File: src/rtl/sram_fifo_ctrl_if.sv
// Push/pop handshake bundle for sram_fifo_ctrl.
//   in_valid/in_ready/in_data     : push side, word accepted when valid & ready
//   out_valid/out_ready/out_data  : pop side, first-word-fall-through head word
//   level                         : total words held (SRAM + in flight + staged)
// master : the client that pushes and pops; slave : the FIFO controller.
interface sram_fifo_ctrl_if #(
   parameter int unsigned DATA_WIDTH = 32,
   parameter int unsigned ADDR_WIDTH = 8
);
   logic                  in_valid;
   logic                  in_ready;
   logic [DATA_WIDTH-1:0] in_data;
   logic                  out_valid;
   logic                  out_ready;
   logic [DATA_WIDTH-1:0] out_data;
   logic [ADDR_WIDTH+1:0] level;

   modport master (
      output in_valid, in_data, out_ready,
      input  in_ready, out_valid, out_data, level
   );

   modport slave (
      input  in_valid, in_data, out_ready,
      output in_ready, out_valid, out_data, level
   );
endinterface

File: src/rtl/sram_fifo_ctrl.sv
// Single-clock FIFO controller using a 1r1w OpenRAM macro as storage.
//   clk_i    : clock, also clocks the macro's clk0/clk1 at the level above
//   rstb_i   : synchronous reset, active-low
//   flush_i  : synchronous clear of all contents, active-high
//   fifo_if  : push/pop handshake bundle (slave side) plus occupancy level
//   csb0_o, addr0_o, din0_o : macro write port (port 0)
//   csb1_o, addr1_o, dout1_i: macro read port (port 1)
// The macro registers its read address and returns data one cycle later, so a
// 2-entry staging buffer holds captured words and presents the head as out_data.
// DEPTH must equal 1 << ADDR_WIDTH so the pointers wrap naturally.
module sram_fifo_ctrl #(
   parameter int unsigned DATA_WIDTH = 32,
   parameter int unsigned ADDR_WIDTH = 8,
   parameter int unsigned DEPTH      = 1 << ADDR_WIDTH
) (
   input  logic                  clk_i,
   input  logic                  rstb_i,
   input  logic                  flush_i,
   sram_fifo_ctrl_if.slave       fifo_if,
   output logic                  csb0_o,
   output logic [ADDR_WIDTH-1:0] addr0_o,
   output logic [DATA_WIDTH-1:0] din0_o,
   output logic                  csb1_o,
   output logic [ADDR_WIDTH-1:0] addr1_o,
   input  logic [DATA_WIDTH-1:0] dout1_i
);

   localparam logic [ADDR_WIDTH:0] DepthCnt = (ADDR_WIDTH + 1)'(DEPTH);

   logic [ADDR_WIDTH-1:0] wr_ptr_q, wr_ptr_d;
   logic [ADDR_WIDTH-1:0] rd_ptr_q, rd_ptr_d;
   logic [ADDR_WIDTH:0]   sram_cnt_q, sram_cnt_d;
   logic                  inflight_q, inflight_d;
   logic [1:0]            staged_q, staged_d;
   logic [DATA_WIDTH-1:0] stg_q [2];
   logic [DATA_WIDTH-1:0] stg_d [2];

   logic active, in_ready, push, pop, issue;

   // Reset and flush both gate every request in the cycle they are asserted.
   assign active   = rstb_i & ~flush_i;
   assign in_ready = active & (sram_cnt_q < DepthCnt);
   assign push     = fifo_if.in_valid & in_ready;
   assign pop      = (staged_q != 2'd0) & fifo_if.out_ready;

   // Issue a read only if the staging buffer can absorb it once it lands:
   // staged + inflight - pop < 2.
   assign issue = active & (sram_cnt_q != '0) &
                  (({1'b0, staged_q} + {2'b00, inflight_q}) < (3'd2 + {2'b00, pop}));

   always_comb begin
      logic [1:0] cnt;
      wr_ptr_d   = wr_ptr_q;
      rd_ptr_d   = rd_ptr_q;
      sram_cnt_d = sram_cnt_q;
      inflight_d = issue;
      stg_d      = stg_q;
      cnt        = staged_q;

      if (push) wr_ptr_d = wr_ptr_q + 1'b1;
      if (issue) rd_ptr_d = rd_ptr_q + 1'b1;

      unique case ({push, issue})
         2'b10:   sram_cnt_d = sram_cnt_q + 1'b1;
         2'b01:   sram_cnt_d = sram_cnt_q - 1'b1;
         default: sram_cnt_d = sram_cnt_q;
      endcase

      // Pop shifts the buffer first so a same-cycle capture lands behind the
      // surviving entry.
      if (pop) begin
         stg_d[0] = stg_q[1];
         cnt      = cnt - 1'b1;
      end
      // dout1 is only valid around this edge; the macro drives junk after hold.
      if (inflight_q) begin
         stg_d[cnt[0]] = dout1_i;
         cnt           = cnt + 1'b1;
      end
      staged_d = cnt;
   end

   always_ff @(posedge clk_i) begin
      if (!rstb_i || flush_i) begin
         wr_ptr_q   <= '0;
         rd_ptr_q   <= '0;
         sram_cnt_q <= '0;
         inflight_q <= 1'b0;
         staged_q   <= 2'd0;
      end else begin
         wr_ptr_q   <= wr_ptr_d;
         rd_ptr_q   <= rd_ptr_d;
         sram_cnt_q <= sram_cnt_d;
         inflight_q <= inflight_d;
         staged_q   <= staged_d;
      end
   end

   // Data storage needs no reset; staged_q qualifies it.
   always_ff @(posedge clk_i) begin
      stg_q <= stg_d;
   end

   assign fifo_if.in_ready  = in_ready;
   assign fifo_if.out_valid = (staged_q != 2'd0);
   assign fifo_if.out_data  = stg_q[0];
   assign fifo_if.level     = {1'b0, sram_cnt_q} + (ADDR_WIDTH + 2)'(inflight_q) +
                              (ADDR_WIDTH + 2)'(staged_q);

   assign csb0_o  = ~push;
   assign addr0_o = wr_ptr_q;
   assign din0_o  = fifo_if.in_data;
   assign csb1_o  = ~issue;
   assign addr1_o = rd_ptr_q;

endmodule

File: src/flat_wrapper.sv
// flat-port wrapper written by rule: the top's interface ports become plain ports
module sram_fifo_ctrl_flat 
#(
   parameter int unsigned DATA_WIDTH = 32,
   parameter int unsigned ADDR_WIDTH = 8,
   parameter int unsigned DEPTH      = 1 << ADDR_WIDTH
)
  (clk_i, rstb_i, flush_i, csb0_o, addr0_o, din0_o, csb1_o, addr1_o, dout1_i, fifo_if_in_valid, fifo_if_in_data, fifo_if_out_ready, fifo_if_in_ready, fifo_if_out_valid, fifo_if_out_data, fifo_if_level);
  sram_fifo_ctrl_if #(.DATA_WIDTH(DATA_WIDTH), .ADDR_WIDTH(ADDR_WIDTH)) fifo_if_i ();
  input  logic clk_i;
  input  logic rstb_i;
  input  logic flush_i;
  output logic csb0_o;
  output logic [ADDR_WIDTH-1:0] addr0_o;
  output logic [DATA_WIDTH-1:0] din0_o;
  output logic csb1_o;
  output logic [ADDR_WIDTH-1:0] addr1_o;
  input  logic [DATA_WIDTH-1:0] dout1_i;
  input wire logic [$bits(fifo_if_i.in_valid)-1:0] fifo_if_in_valid;
  input wire logic [$bits(fifo_if_i.in_data)-1:0] fifo_if_in_data;
  input wire logic [$bits(fifo_if_i.out_ready)-1:0] fifo_if_out_ready;
  output wire logic [$bits(fifo_if_i.in_ready)-1:0] fifo_if_in_ready;
  output wire logic [$bits(fifo_if_i.out_valid)-1:0] fifo_if_out_valid;
  output wire logic [$bits(fifo_if_i.out_data)-1:0] fifo_if_out_data;
  output wire logic [$bits(fifo_if_i.level)-1:0] fifo_if_level;
  assign fifo_if_i.in_valid = fifo_if_in_valid;
  assign fifo_if_i.in_data = fifo_if_in_data;
  assign fifo_if_i.out_ready = fifo_if_out_ready;
  assign fifo_if_in_ready = fifo_if_i.in_ready;
  assign fifo_if_out_valid = fifo_if_i.out_valid;
  assign fifo_if_out_data = fifo_if_i.out_data;
  assign fifo_if_level = fifo_if_i.level;
  sram_fifo_ctrl #(.DATA_WIDTH(DATA_WIDTH), .ADDR_WIDTH(ADDR_WIDTH), .DEPTH(DEPTH)) u_core (.clk_i(clk_i), .rstb_i(rstb_i), .flush_i(flush_i), .fifo_if(fifo_if_i), .csb0_o(csb0_o), .addr0_o(addr0_o), .din0_o(din0_o), .csb1_o(csb1_o), .addr1_o(addr1_o), .dout1_i(dout1_i));
endmodule
File: config.mk
export PLATFORM = sky130hd
export DESIGN_NAME = sram_fifo_ctrl_flat
export DESIGN_NICKNAME = d
export VERILOG_FILES = /design/src/rtl/sram_fifo_ctrl_if.sv /design/src/rtl/sram_fifo_ctrl.sv /design/src/flat_wrapper.sv
export SDC_FILE = /design/constraint.sdc
export NUM_CORES = 1
export LEC_CHECK = 0
export BUFFER_PORTS_ARGS = -buffer_cell sky130_fd_sc_hd__clkbuf_2
export CAP_MARGIN = 20
export CORE_AREA = 2 2 128 130
export CTS_CLUSTER_DIAMETER = 150
export CTS_CLUSTER_SIZE = 28
export DETAILED_ROUTE_END_ITERATION = 6
export DIE_AREA = 0 0 130 132
export HOLD_SLACK_MARGIN = 0.03
export PLACE_DENSITY = 0.57
export SLEW_MARGIN = 10
export SYNTH_ARGS = -nofsm -noshare
export SYNTH_HDL_FRONTEND = slang
export SYNTH_SLANG_ARGS = --single-unit
File: constraint.sdc
create_clock -name clk_i -period 9.2 [get_ports clk_i]
set_clock_uncertainty 0.05 [all_clocks]
set_input_delay 1.84 -clock clk_i [delete_from_list [all_inputs] [get_ports clk_i]]
set_output_delay 1.84 -clock clk_i [all_outputs]
set_load 0.01 [all_outputs]
==> results of run 1 <==
power by group:
part	total, W	switching [W]	internal, W
clock	0.000357	0.000169	0.000188
sequential	0.000500	0.0000261	0.000474
combinational	0.000163	0.0000838	0.0000788
total	0.00102	0.000279	0.000741
area by class of cell:
class	count	share of cell area
flip-flops and latches	92	0.429
well taps	216	0.0536
clock inverters	7	0.0114
clock buffers	9	0.0447
inverters	12	0.00893
multi-input cells	256	0.346
repair buffers	103	0.107
layout by cell type (no fill, tap or decap), drive strengths merged:
cell      Yosys  final
nand3        13     13
or4           1      1
and4          5      5
nor2b         1      1
or3           1      1
mux2i        35     35
and2          2      2
or2           1      1
dfxtp        60     60
a31oi         1      1
xor2         18     18
nor4          1      1
nand2        12     12
a211oi        2      2
clkinvlp      0      1
fa            3      3
nand2b        3      3
nand4b        1      1
o21ai         3      3
inv          12     15
mux2          1      1
edfxtp       32     32
clkbuf        4    108
a21oi        39     39
nor4bb        1      1
a31o          1      1
a21o          5      5
or3b          1      1
o31ai         1      1
buf          78      4
and3          6      6
ha           15     15
o21a          1      1
nor2         61     61
xnor2        11     11
nand3b        1      1
nand4         6      6
clkinv        0      3
nor3          3      3
metal layers:
layer	up-vias	track usage
met2	86	0.175
met3	20	0.0317
met1	1410	0.135
met4	0	0.0394
li1	1512	-
met5	-	0
worst min-delay path, cell delays in order, from the launching register on:
cell,delay (ns)
sky130_fd_sc_hd__dfxtp_1,0.34
sky130_fd_sc_hd__nand2_1,0.06
sky130_fd_sc_hd__a21oi_1,0.05
logic make-up (layout without fill, tap and decap cells):
family / count (synthesis) / after routing / synth area share
simple gates: 120 / 120 / 0.127
buf+inv: 94 / 131 / 0.135
flops: 92 / 92 / 0.479
compound gates: 53 / 53 / 0.0677
mux: 36 / 36 / 0.0801
xor+xnor: 29 / 29 / 0.0563
fa+ha+maj: 18 / 18 / 0.0549
how the worst min path moves through the flow:
stage,startpoint,end,slack [ns],cells after the start
finish,u_core.addr1_o[1],u_core.addr1_o[1],0.46,2
detailed placement,u_core.addr1_o[1],u_core.addr1_o[1],0.44,2
global route,u_core.addr0_o[1],u_core.addr0_o[1],0.50,2
CTS,u_core.addr1_o[1],u_core.addr1_o[1],0.45,2
floorplan,u_core.addr0_o[1],u_core.addr0_o[1],0.45,2
global placement,u_core.addr1_o[1],u_core.addr1_o[1],0.43,2
through the flow:
step | util | power (W)
finish | 0.321 | 0.00102
global placement | 0.301 | 0.000670
detailed placement | 0.303 | 0.000677
CTS | 0.321 | 0.00104
global route | 0.321 | 0.00107
floorplan | - | 0.000682
==> summary.json, run 1 <==
{
  "drt_iter0_drc": {"value": 110},
  "number_of_levels_the_h_tree_was_split_into": {"value": 3},
  "postCtsSetupBuffers": {"value": 0},
  "rrSetupSlack": {"value": 5.13, "unit": "ns"},
  "cts_made_buffers": {"value": 9},
  "n_antenna_cell": {"value": 0},
  "final_cell_count_no_fill": {"value": 695},
  "critical_path.startpoint": {"value": "fifo_if_out_ready"},
  "period_share": {"value": 0.535},
  "status": {"value": "finished, final reports clean"},
  "core_area": {"value": 15700, "unit": "µm²"},
  "clock_insertion_delay_worst_skew": {"value": 0.34, "unit": "ns"},
  "post-place-cells": {"value": 678},
  "synth.largest_area_cell": {"value": "sky130_fd_sc_hd__dfxtp_1"},
  "cp-end-kind": {"value": "output pin"},
  "finish.instance_area": {"value": 5040, "unit": "µm²"},
  "route.top_layer_used": {"value": "met4"},
  "multiInputGateArea": {"value": 1750, "unit": "µm²"},
  "most_used_cell_along_the_critical_path": {"value": "sky130_fd_sc_hd__clkbuf_2"},
  "yosysWarningCount": {"value": 0},
  "detailroute.via_count": {"value": 3028},
  "hold_path.class": {"value": "reg2reg"},
  "setup_violations_final": {"value": 0},
  "layout.filler_cells": {"value": 1644},
  "cts.repair.resized": {"value": 0},
  "postSynth.asyncResetShare": {"value": 0},
  "routed_wl": {"value": 9220, "unit": "µm"},
  "critPathBufInv": {"value": 2},
  "ios": {"value": 163},
  "timing.critical_path.from_type": {"value": "primary input"},
  "io_buffers": {"value": 98},
  "antenna_violations_before_repair": {"value": 0},
  "crit_required": {"value": 7.31, "unit": "ns"},
  "cts-root-buf": {"value": "sky130_fd_sc_hd__clkbuf_16"},
  "endpoint": {"value": "csb1_o"},
  "fp-row-count": {"value": 46},
  "syn-cell-area": {"value": 4510, "unit": "µm²"},
  "antenna_violating_nets_post_route": {"value": 0},
  "post-synth-top-area-fraction": {"value": 0.266},
  "regToRegEndpoint": {"value": "u_core.sram_cnt_q[8]"},
  "syn-mean-instance-area": {"value": 10.2, "unit": "µm²"},
  "critPathArrivalTime": {"value": 3.04, "unit": "ns"},
  "final_worst_path_setup_slack": {"value": 4.27, "unit": "ns"},
  "family_of_cells_with_the_greatest_summed_delay_on_the_critical_path": {"value": "simple AND/OR/NAND/NOR gates"},
  "synth.top_cells.by_count": {"value": "sky130_fd_sc_hd__buf_4, sky130_fd_sc_hd__nor2_1, sky130_fd_sc_hd__dfxtp_1"},
  "timing.final.max_slew_violations": {"value": 0},
  "grt_pass1_wl": {"value": 14600, "unit": "µm"},
  "timing_worst_slew_pin_value": {"value": 0.632, "unit": "ns"},
  "final.hold.worst_slack": {"value": 0.456, "unit": "ns"},
  "cts-root-to-sink-buffers": {"value": 2},
  "synth_seq_cells": {"value": 92},
  "tritoncts_clock_tree": {"value": "done"},
  "count_of_flip_flops_with_a_built_in_enable_after_synthesis": {"value": 32},
  "met3RoutedLength": {"value": 490, "unit": "µm"},
  "drt-vias-per-instance": {"value": 4.36},
  "max-cap-violations": {"value": 0},
  "fp.dieArea": {"value": 17200, "unit": "µm²"},
  "hold_buf_cts": {"value": 0},
  "remaining_drc_errors": {"value": 0},
  "overflow": {"value": 0},
  "area_growth_syn_to_layout": {"value": 11.8, "unit": "%"},
  "track_usage": {"value": 0.108},
  "tns": {"value": 0, "unit": "ns"},
  "synth_area_leaders": {"value": "sky130_fd_sc_hd__dfxtp_1, sky130_fd_sc_hd__edfxtp_1, sky130_fd_sc_hd__buf_4"},
  "final_layout_size_suffix_gt1_frac": {"value": 0.263},
  "crit-reg2reg-launch": {"value": "u_core.staged_q[1]"},
  "synth.net_count": {"value": 529},
  "cp_slowest_stage_delay": {"value": 0.40, "unit": "ns"},
  "slew_headroom": {"value": 0.578},
  "fmax": {"value": 203, "unit": "MHz"},
  "final_hold_viol_count": {"value": 0},
  "irDropWorstVdd": {"value": 0.0000808, "unit": "V"},
  "finalWorstPathRequiredPeriod": {"value": 4.93, "unit": "ns"},
  "dieHeight": {"value": 132, "unit": "µm"},
  "clkSinkCount": {"value": 92},
  "syn_inst": {"value": 442},
  "most_frequent_cell_after_synthesis": {"value": "sky130_fd_sc_hd__buf_4"},
  "pre_cts_ws": {"value": 4.02, "unit": "ns"},
  "wl_per_cell": {"value": 13.3, "unit": "µm"},
  "layout.area.seq": {"value": 2160, "unit": "µm²"},
  "critical_path_depth_in_cells": {"value": 5},
  "power_per_cell_area": {"value": 202, "unit": "nW/µm²"},
  "cp_cell_sequence": {"value": "clkbuf_2, or3b_1, a211oi_4, nand2_2, clkbuf_2"},
  "detailed_place_hpwl": {"value": 6630, "unit": "µm"},
  "synth_cell_type_count": {"value": 42},
  "grt_pass1_vias": {"value": 2907},
  "total_leakage_power": {"value": 2.39, "unit": "nW"},
  "grt_max_degree": {"value": 39},
  "met1_length": {"value": 4160, "unit": "µm"},
  "synth_flop_cell": {"value": "sky130_fd_sc_hd__dfxtp_1"},
  "detailed_place.area": {"value": 4760, "unit": "µm²"},
  "dieWidth": {"value": 130, "unit": "µm"},
  "wl_met2": {"value": 4420, "unit": "µm"},
  "ys_seq_area_frac": {"value": 0.479},
  "detail_route.first_pass.iterations": {"value": 4},
  "clock_pin_slew_on_the_worst_setup_and_hold_paths": {"value": 0.07, "unit": "ns"},
  "worst_r2r_path_cells": {"value": 14},
  "gp_routability_congestion": {"value": 0.810},
  "final_nets": {"value": 561},
  "worst_path_max_delay_cell": {"value": "sky130_fd_sc_hd__a211oi_4"},
  "setup.worst_path.class": {"value": "in2out"},
  "timing.critical_path.fanout_max": {"value": 7},
  "start_util": {"value": 0.287},
  "rsz0062_at_grt": {"value": "false"}
}
Power figures use the tool's default switching activity.
==> inputs of run 2 (changes only) <==
--- a/config.mk
+++ b/config.mk
@@ -5,15 +5,16 @@
 export SDC_FILE = /design/constraint.sdc
 export NUM_CORES = 1
 export LEC_CHECK = 0
+export ABC_AREA = 1
 export BUFFER_PORTS_ARGS = -buffer_cell sky130_fd_sc_hd__clkbuf_2
 export CAP_MARGIN = 20
-export CORE_AREA = 2 2 128 130
+export CORE_AREA = 2 2 135 137
 export CTS_CLUSTER_DIAMETER = 150
 export CTS_CLUSTER_SIZE = 28
 export DETAILED_ROUTE_END_ITERATION = 6
-export DIE_AREA = 0 0 130 132
+export DIE_AREA = 0 0 137 139
 export HOLD_SLACK_MARGIN = 0.03
-export PLACE_DENSITY = 0.57
+export PLACE_DENSITY = 0.56
 export SLEW_MARGIN = 10
 export SYNTH_ARGS = -nofsm -noshare
 export SYNTH_HDL_FRONTEND = slang
==> constraint.sdc (replaced) <==
create_clock -name clk_i -period 5 [get_ports clk_i]
set_clock_uncertainty 0.05 [all_clocks]
set_input_delay 1 -clock clk_i [delete_from_list [all_inputs] [get_ports clk_i]]
set_output_delay 1 -clock clk_i [all_outputs]
set_load 0.01 [all_outputs]
==> summary.json, run 2 <==
{
  "period_share": {"value": 0.759},
  "dieWidth": {"value": 137, "unit": "µm"},
  "number_of_levels_the_h_tree_was_split_into": {"value": 3},
  "grt_max_degree": {"value": 36},
  "setup_violations_final": {"value": 0},
  "dieHeight": {"value": 139, "unit": "µm"},
  "final.hold.worst_slack": {"value": 0.454, "unit": "ns"},
  "finalWorstPathRequiredPeriod": {"value": 3.79, "unit": "ns"},
  "status": {"value": "finished, final reports clean"},
  "wl_per_cell": {"value": 12.6, "unit": "µm"},
  "drt_iter0_drc": {"value": 143},
  "grt_pass1_wl": {"value": 17700, "unit": "µm"},
  "pre_cts_ws": {"value": 1.25, "unit": "ns"},
  "crit_required": {"value": 3.95, "unit": "ns"},
  "antenna_violations_before_repair": {"value": 0},
  "postSynth.asyncResetShare": {"value": 0},
  "detail_route.first_pass.iterations": {"value": 4},
  "post-synth-top-area-fraction": {"value": 0.240},
  "timing_worst_slew_pin_value": {"value": 0.564, "unit": "ns"},
  "gp_routability_congestion": {"value": 0.812},
  "routed_wl": {"value": 10700, "unit": "µm"},
  "mostFrequentLayoutCells": {"value": "sky130_fd_sc_hd__nand2_1, sky130_fd_sc_hd__clkbuf_2, sky130_fd_sc_hd__dfxtp_1"},
  "critPathBufInv": {"value": 3},
  "slew_headroom": {"value": 0.623},
  "tns": {"value": 0, "unit": "ns"},
  "cp_cell_sequence": {"value": "inv_1, fa_1, inv_1, fa_1, nand3_1, nor3_1, nand3_1, xor2_1, clkbuf_2"},
  "ys_seq_area_frac": {"value": 0.431},
  "timing.final.max_slew_violations": {"value": 0},
  "max-cap-violations": {"value": 0},
  "detailroute.via_count": {"value": 3627},
  "leading_cell_type_in_the_layout_fill_and_taps_excluded": {"value": "sky130_fd_sc_hd__nand2_1"},
  "syn-cell-area": {"value": 5010, "unit": "µm²"},
  "grt_pass1_vias": {"value": 3573},
  "fp-row-count": {"value": 49},
  "core_area": {"value": 17700, "unit": "µm²"},
  "post-place-cells": {"value": 837},
  "clkSinkCount": {"value": 92},
  "fp.dieArea": {"value": 19000, "unit": "µm²"},
  "worst_path_max_delay_cell": {"value": "sky130_fd_sc_hd__dfxtp_1"},
  "synth_flop_cell": {"value": "sky130_fd_sc_hd__dfxtp_1"},
  "synth.net_count": {"value": 676},
  "cp_slowest_stage_delay": {"value": 0.62, "unit": "ns"},
  "detailed_place_hpwl": {"value": 7340, "unit": "µm"},
  "timing.critical_path.from_type": {"value": "flip-flop"},
  "irDropWorstVdd": {"value": 0.000312, "unit": "V"},
  "start_util": {"value": 0.284},
  "cp-end-kind": {"value": "output pin"},
  "count_of_flip_flops_with_a_built_in_enable_after_synthesis": {"value": 32},
  "critPathArrivalTime": {"value": 2.74, "unit": "ns"},
  "final_worst_path_setup_slack": {"value": 1.21, "unit": "ns"},
  "power_per_cell_area": {"value": 412, "unit": "nW/µm²"},
  "cts_made_buffers": {"value": 9},
  "cts-root-buf": {"value": "sky130_fd_sc_hd__clkbuf_16"},
  "timing.critical_path.fanout_max": {"value": 11},
  "track_usage": {"value": 0.117},
  "syn_inst": {"value": 589},
  "drt-vias-per-instance": {"value": 4.25},
  "clock_insertion_delay_worst_skew": {"value": 0.35, "unit": "ns"},
  "cts-root-to-sink-buffers": {"value": 2},
  "yosysWarningCount": {"value": 0},
  "family_of_cells_with_the_greatest_summed_delay_on_the_critical_path": {"value": "adder cells"},
  "synth.top_cells.by_count": {"value": "sky130_fd_sc_hd__nand2_1, sky130_fd_sc_hd__buf_4, sky130_fd_sc_hd__dfxtp_1"},
  "fmax": {"value": 264, "unit": "MHz"},
  "area_growth_syn_to_layout": {"value": 10.1, "unit": "%"},
  "total_leakage_power": {"value": 2.63, "unit": "nW"},
  "postCtsSetupBuffers": {"value": 0},
  "hold_path.class": {"value": "reg2reg"},
  "hold_buf_cts": {"value": 0},
  "antenna_violating_nets_post_route": {"value": 0},
  "setup.worst_path.class": {"value": "reg2out"},
  "synth_cell_type_count": {"value": 30},
  "final_layout_size_suffix_gt1_frac": {"value": 0.258},
  "ios": {"value": 163},
  "synth.largest_area_cell": {"value": "sky130_fd_sc_hd__dfxtp_1"},
  "io_buffers": {"value": 98},
  "final_cell_count_no_fill": {"value": 853},
  "clock_pin_slew_on_the_worst_setup_and_hold_paths": {"value": 0.07, "unit": "ns"},
  "remaining_drc_errors": {"value": 0},
  "cts.repair.resized": {"value": 0},
  "final_hold_viol_count": {"value": 0},
  "syn-mean-instance-area": {"value": 8.51, "unit": "µm²"},
  "rsz0062_at_grt": {"value": "false"},
  "most_frequent_cell_after_synthesis": {"value": "sky130_fd_sc_hd__nand2_1"},
  "overflow": {"value": 0},
  "post-layout-total-power": {"value": 0.00227, "unit": "W"},
  "tritoncts_clock_tree": {"value": "done"},
  "synth_area_leaders": {"value": "sky130_fd_sc_hd__dfxtp_1, sky130_fd_sc_hd__edfxtp_1, sky130_fd_sc_hd__nand2_1"},
  "n_antenna_cell": {"value": 0},
  "synth_seq_cells": {"value": 92},
  "final_nets": {"value": 706}
}
run 2: path summary, 6_finish.rpt:
path                             start                    to  slack [ns]  cells past startpoint
hold / removal    u_core.sram_cnt_q[0]  u_core.sram_cnt_q[0]        0.45                      1
hold reg to reg   u_core.sram_cnt_q[0]  u_core.sram_cnt_q[0]        0.45                      1
setup / recovery     u_core.inflight_q      fifo_if_level[8]        1.21                      9
setup reg to reg     u_core.inflight_q  u_core.sram_cnt_q[4]        1.73                     15
run 2: logic make-up after synthesis:
kind of cell | synth area share
multiplexers | 0.0719
AND/OR/NAND/NOR | 0.217
buffers and inverters | 0.164
adder cells (fa/ha/maj) | 0.0494
AO/OA/AOI/OAI | 0.0349
flip-flops | 0.431
XOR/XNOR | 0.0317
run 2: through the flow:
| step | cell area [µm²] | utilization |
|---|---|---|
| floorplan | 5010 | - |
| global placement | 5220 | 0.296 |
| detailed placement | 5220 | 0.296 |
| CTS | 5520 | 0.312 |
| global route | 5520 | 0.312 |
| finish | 5520 | 0.312 |
run 2: area by class of cell:
class                      instances  area (µm²)
clock buffer                       9         225
clock inverter                     7        70.1
fill                            1909       12100
inverter                          61         229
multi-input combinational        354        2030
sequential                        92        2160
tap                              229         287
timing repair buffer             101         513
run 2: layer usage:
| metal | up-vias | wire [µm] | GRT usage |
|---|---|---|---|
| li1 | 1891 | - | - |
| met2 | 89 | 4970 | 0.193 |
| met3 | 9 | 746 | 0.0413 |
| met4 | 0 | 114 | 0.0320 |
| met5 | - | 0 | 0 |
| met1 | 1638 | 4890 | 0.142 |
run 2: power breakdown:
group          total (W)  internal, W  leakage [nW]  switching [W]
combinational   0.000605     0.000280          1.71       0.000325
clock           0.000671     0.000350         0.141       0.000321
sequential      0.000994     0.000921         0.783      0.0000737
==> inputs of run 3 (changes only) <==
==> constraint.sdc (replaced) <==
create_clock -name clk_i -period 3.7 [get_ports clk_i]
set_clock_uncertainty 0.05 [all_clocks]
set_input_delay 0.74 -clock clk_i [delete_from_list [all_inputs] [get_ports clk_i]]
set_output_delay 0.74 -clock clk_i [all_outputs]
set_load 0.01 [all_outputs]
==> summary.json, run 3 (synthesis gave the netlist of run 2 again) <==
{
  "status": {"value": "finished, final reports clean"},
  "dieHeight": {"value": 139, "unit": "µm"},
  "grt_max_degree": {"value": 35},
  "cts-root-to-sink-buffers": {"value": 2},
  "antenna_violations_before_repair": {"value": 0},
  "family_of_cells_with_the_greatest_summed_delay_on_the_critical_path": {"value": "adder cells"},
  "regToRegEndpoint": {"value": "u_core.sram_cnt_q[4]"},
  "cp_cell_sequence": {"value": "inv_1, fa_1, inv_1, fa_1, nand3_1, nor3_1, nand3_1, xor2_1, clkbuf_2"},
  "finish.instance_area": {"value": 5540, "unit": "µm²"},
  "hold_path.startpoint": {"value": "u_core.sram_cnt_q[0]"},
  "detailed_place_hpwl": {"value": 7490, "unit": "µm"},
  "final_hold_viol_count": {"value": 0},
  "final_core_util": {"value": 0.314},
  "remaining_drc_errors": {"value": 0},
  "mostFrequentLayoutCells": {"value": "sky130_fd_sc_hd__nand2_1, sky130_fd_sc_hd__clkbuf_2, sky130_fd_sc_hd__dfxtp_1"},
  "clock_insertion_delay_worst_skew": {"value": 0.35, "unit": "ns"},
  "area_growth_syn_to_layout": {"value": 10.5, "unit": "%"},
  "worst_r2r_path_cells": {"value": 17},
  "grt_pass1_wl": {"value": 17300, "unit": "µm"},
  "clkSinkCount": {"value": 92},
  "leading_cell_type_in_the_layout_fill_and_taps_excluded": {"value": "sky130_fd_sc_hd__nand2_1"},
  "drt-vias-per-instance": {"value": 4.24},
  "slew_headroom": {"value": 0.668},
  "detail_route.first_pass.iterations": {"value": 6},
  "track_usage": {"value": 0.116},
  "timing_worst_slew_pin_value": {"value": 0.498, "unit": "ns"},
  "grt_pass1_vias": {"value": 3432},
  "cp_slowest_stage_delay": {"value": 0.46, "unit": "ns"},
  "critPathArrivalTime": {"value": 2.56, "unit": "ns"},
  "n_antenna_cell": {"value": 0},
  "irDropWorstVdd": {"value": 0.000364, "unit": "V"},
  "cp-end-kind": {"value": "output pin"},
  "final_cell_count_no_fill": {"value": 856},
  "tritoncts_clock_tree": {"value": "done"},
  "finalWorstPathRequiredPeriod": {"value": 3.35, "unit": "ns"},
  "setup_violations_final": {"value": 0},
  "cts-root-buf": {"value": "sky130_fd_sc_hd__clkbuf_16"},
  "dieWidth": {"value": 137, "unit": "µm"},
  "overflow": {"value": 0},
  "start_util": {"value": 0.284},
  "timing.critical_path.from_type": {"value": "flip-flop"},
  "ios": {"value": 163},
  "layout.filler_cells": {"value": 1897},
  "fp.dieArea": {"value": 19000, "unit": "µm²"},
  "max-cap-violations": {"value": 0},
  "total_leakage_power": {"value": 2.65, "unit": "nW"},
  "fmax": {"value": 298, "unit": "MHz"},
  "timing.critical_path.fanout_max": {"value": 3},
  "routed_wl": {"value": 10800, "unit": "µm"},
  "detailroute.via_count": {"value": 3629},
  "wl_per_cell": {"value": 12.6, "unit": "µm"},
  "core_area": {"value": 17700, "unit": "µm²"},
  "setup.worst_path.class": {"value": "reg2out"},
  "antenna_violating_nets_post_route": {"value": 0},
  "holdPathEnd": {"value": "u_core.sram_cnt_q[0]"},
  "tns": {"value": 0, "unit": "ns"},
  "final_layout_size_suffix_gt1_frac": {"value": 0.263},
  "final_nets": {"value": 709},
  "rrSetupSlack": {"value": 0.59, "unit": "ns"},
  "number_of_levels_the_h_tree_was_split_into": {"value": 3},
  "worst_path_max_delay_cell": {"value": "sky130_fd_sc_hd__dfxtp_1"},
  "io_buffers": {"value": 98},
  "detailed_place.area": {"value": 5240, "unit": "µm²"},
  "gp_routability_congestion": {"value": 0.800},
  "crit_required": {"value": 2.91, "unit": "ns"},
  "drt_iter0_drc": {"value": 136},
  "hold_path.class": {"value": "reg2reg"},
  "crit-reg2reg-launch": {"value": "u_core.staged_q[0]"},
  "post-layout-total-power": {"value": 0.00308, "unit": "W"},
  "rsz0062_at_grt": {"value": "false"},
  "holdPathStages": {"value": 1},
  "post-place-cells": {"value": 840},
  "period_share": {"value": 0.906},
  "fp-row-count": {"value": 49},
  "postCtsSetupBuffers": {"value": 0},
  "power_per_cell_area": {"value": 556, "unit": "nW/µm²"},
  "clock_pin_slew_on_the_worst_setup_and_hold_paths": {"value": 0.06, "unit": "ns"},
  "timing.final.max_slew_violations": {"value": 0},
  "cts_made_buffers": {"value": 9},
  "critPathBufInv": {"value": 3}
}
[run 3: cell count changes in the layout (fill, tap and decap cells not counted)]
cell / change
sky130_fd_sc_hd__dfxtp_2: +1
sky130_fd_sc_hd__inv_8: +1
sky130_fd_sc_hd__inv_6: -1
sky130_fd_sc_hd__clkinv_8: -1
sky130_fd_sc_hd__clkbuf_8: +1
sky130_fd_sc_hd__buf_4: +3
sky130_fd_sc_hd__dfxtp_1: -1
[run 3: routing by layer]
layer  up-vias  wire (µm)  GRT usage
li1       1902          -          -
met1      1629       4980      0.145
met2        88       4900      0.189
met3        10        738     0.0376
met4         0        139     0.0374
met5         -          0          0
[run 3: worst max path at each step]
stage                  startpoint                    to  cells after the start
2_1_floorplan   u_core.inflight_q      fifo_if_level[8]                      9
4_1_cts         u_core.inflight_q      fifo_if_level[8]                      9
3_5_place_dp               rstb_i  u_core.sram_cnt_q[4]                     17
6_report       u_core.staged_q[0]      fifo_if_level[8]                      9
5_1_grt        u_core.staged_q[0]      fifo_if_level[8]                      9
3_3_place_gp               rstb_i  u_core.sram_cnt_q[8]                     16
[run 3: layout make-up]
type	count	area [µm²]	area share
clock inverters	6	56.3	0.0102
inverters	61	229	0.0413
repair buffers	104	536	0.0967
multi-input cells	354	2030	0.367
flip-flops and latches	92	2160	0.390
well taps	229	287	0.0517
clock buffers	10	239	0.0431
[run 3: worst reg2reg max path, stage by stage, from the launching register on]
cell and delay [ns]:
sky130_fd_sc_hd__dfxtp_1 0.46, sky130_fd_sc_hd__inv_1 0.12, sky130_fd_sc_hd__ha_1 0.22, sky130_fd_sc_hd__inv_2 0.09, sky130_fd_sc_hd__nand3b_1 0.11, sky130_fd_sc_hd__nand2_1 0.07, sky130_fd_sc_hd__nand2_1 0.09, sky130_fd_sc_hd__nor2_4 0.24
sky130_fd_sc_hd__ha_1 0.42, sky130_fd_sc_hd__inv_1 0.11, sky130_fd_sc_hd__fa_1 0.42, sky130_fd_sc_hd__inv_1 0.07, sky130_fd_sc_hd__nand2_1 0.04, sky130_fd_sc_hd__nand2_1 0.10, sky130_fd_sc_hd__nand2_1 0.07, sky130_fd_sc_hd__xnor2_1 0.12
sky130_fd_sc_hd__o21ai_0 0.14, sky130_fd_sc_hd__inv_1 0.05
[run 3: where the power goes]
group / internal, W / total (W) / switching, W
clock network: 0.000488 / 0.000914 / 0.000426
logic: 0.000380 / 0.000819 / 0.000438
registers: 0.00124 / 0.00134 / 0.000100
total: 0.00211 / 0.00308 / 0.000965
[run 3: repair_timing]
item	in CTS	in global routing
hold buffers	0	0
endpoints found under the setup margin	0	1
hold endpoints to repair	0	0
resized for setup	0	1
[run 3: stage by stage]
step,setup WS [ns],hold slack [ns]
2_1_floorplan,0.854,0.406
3_3_place_gp,0.552,0.428
3_5_place_dp,0.521,0.438
4_1_cts,0.196,0.454
5_1_grt,0.102,0.476
6_report,0.348,0.450
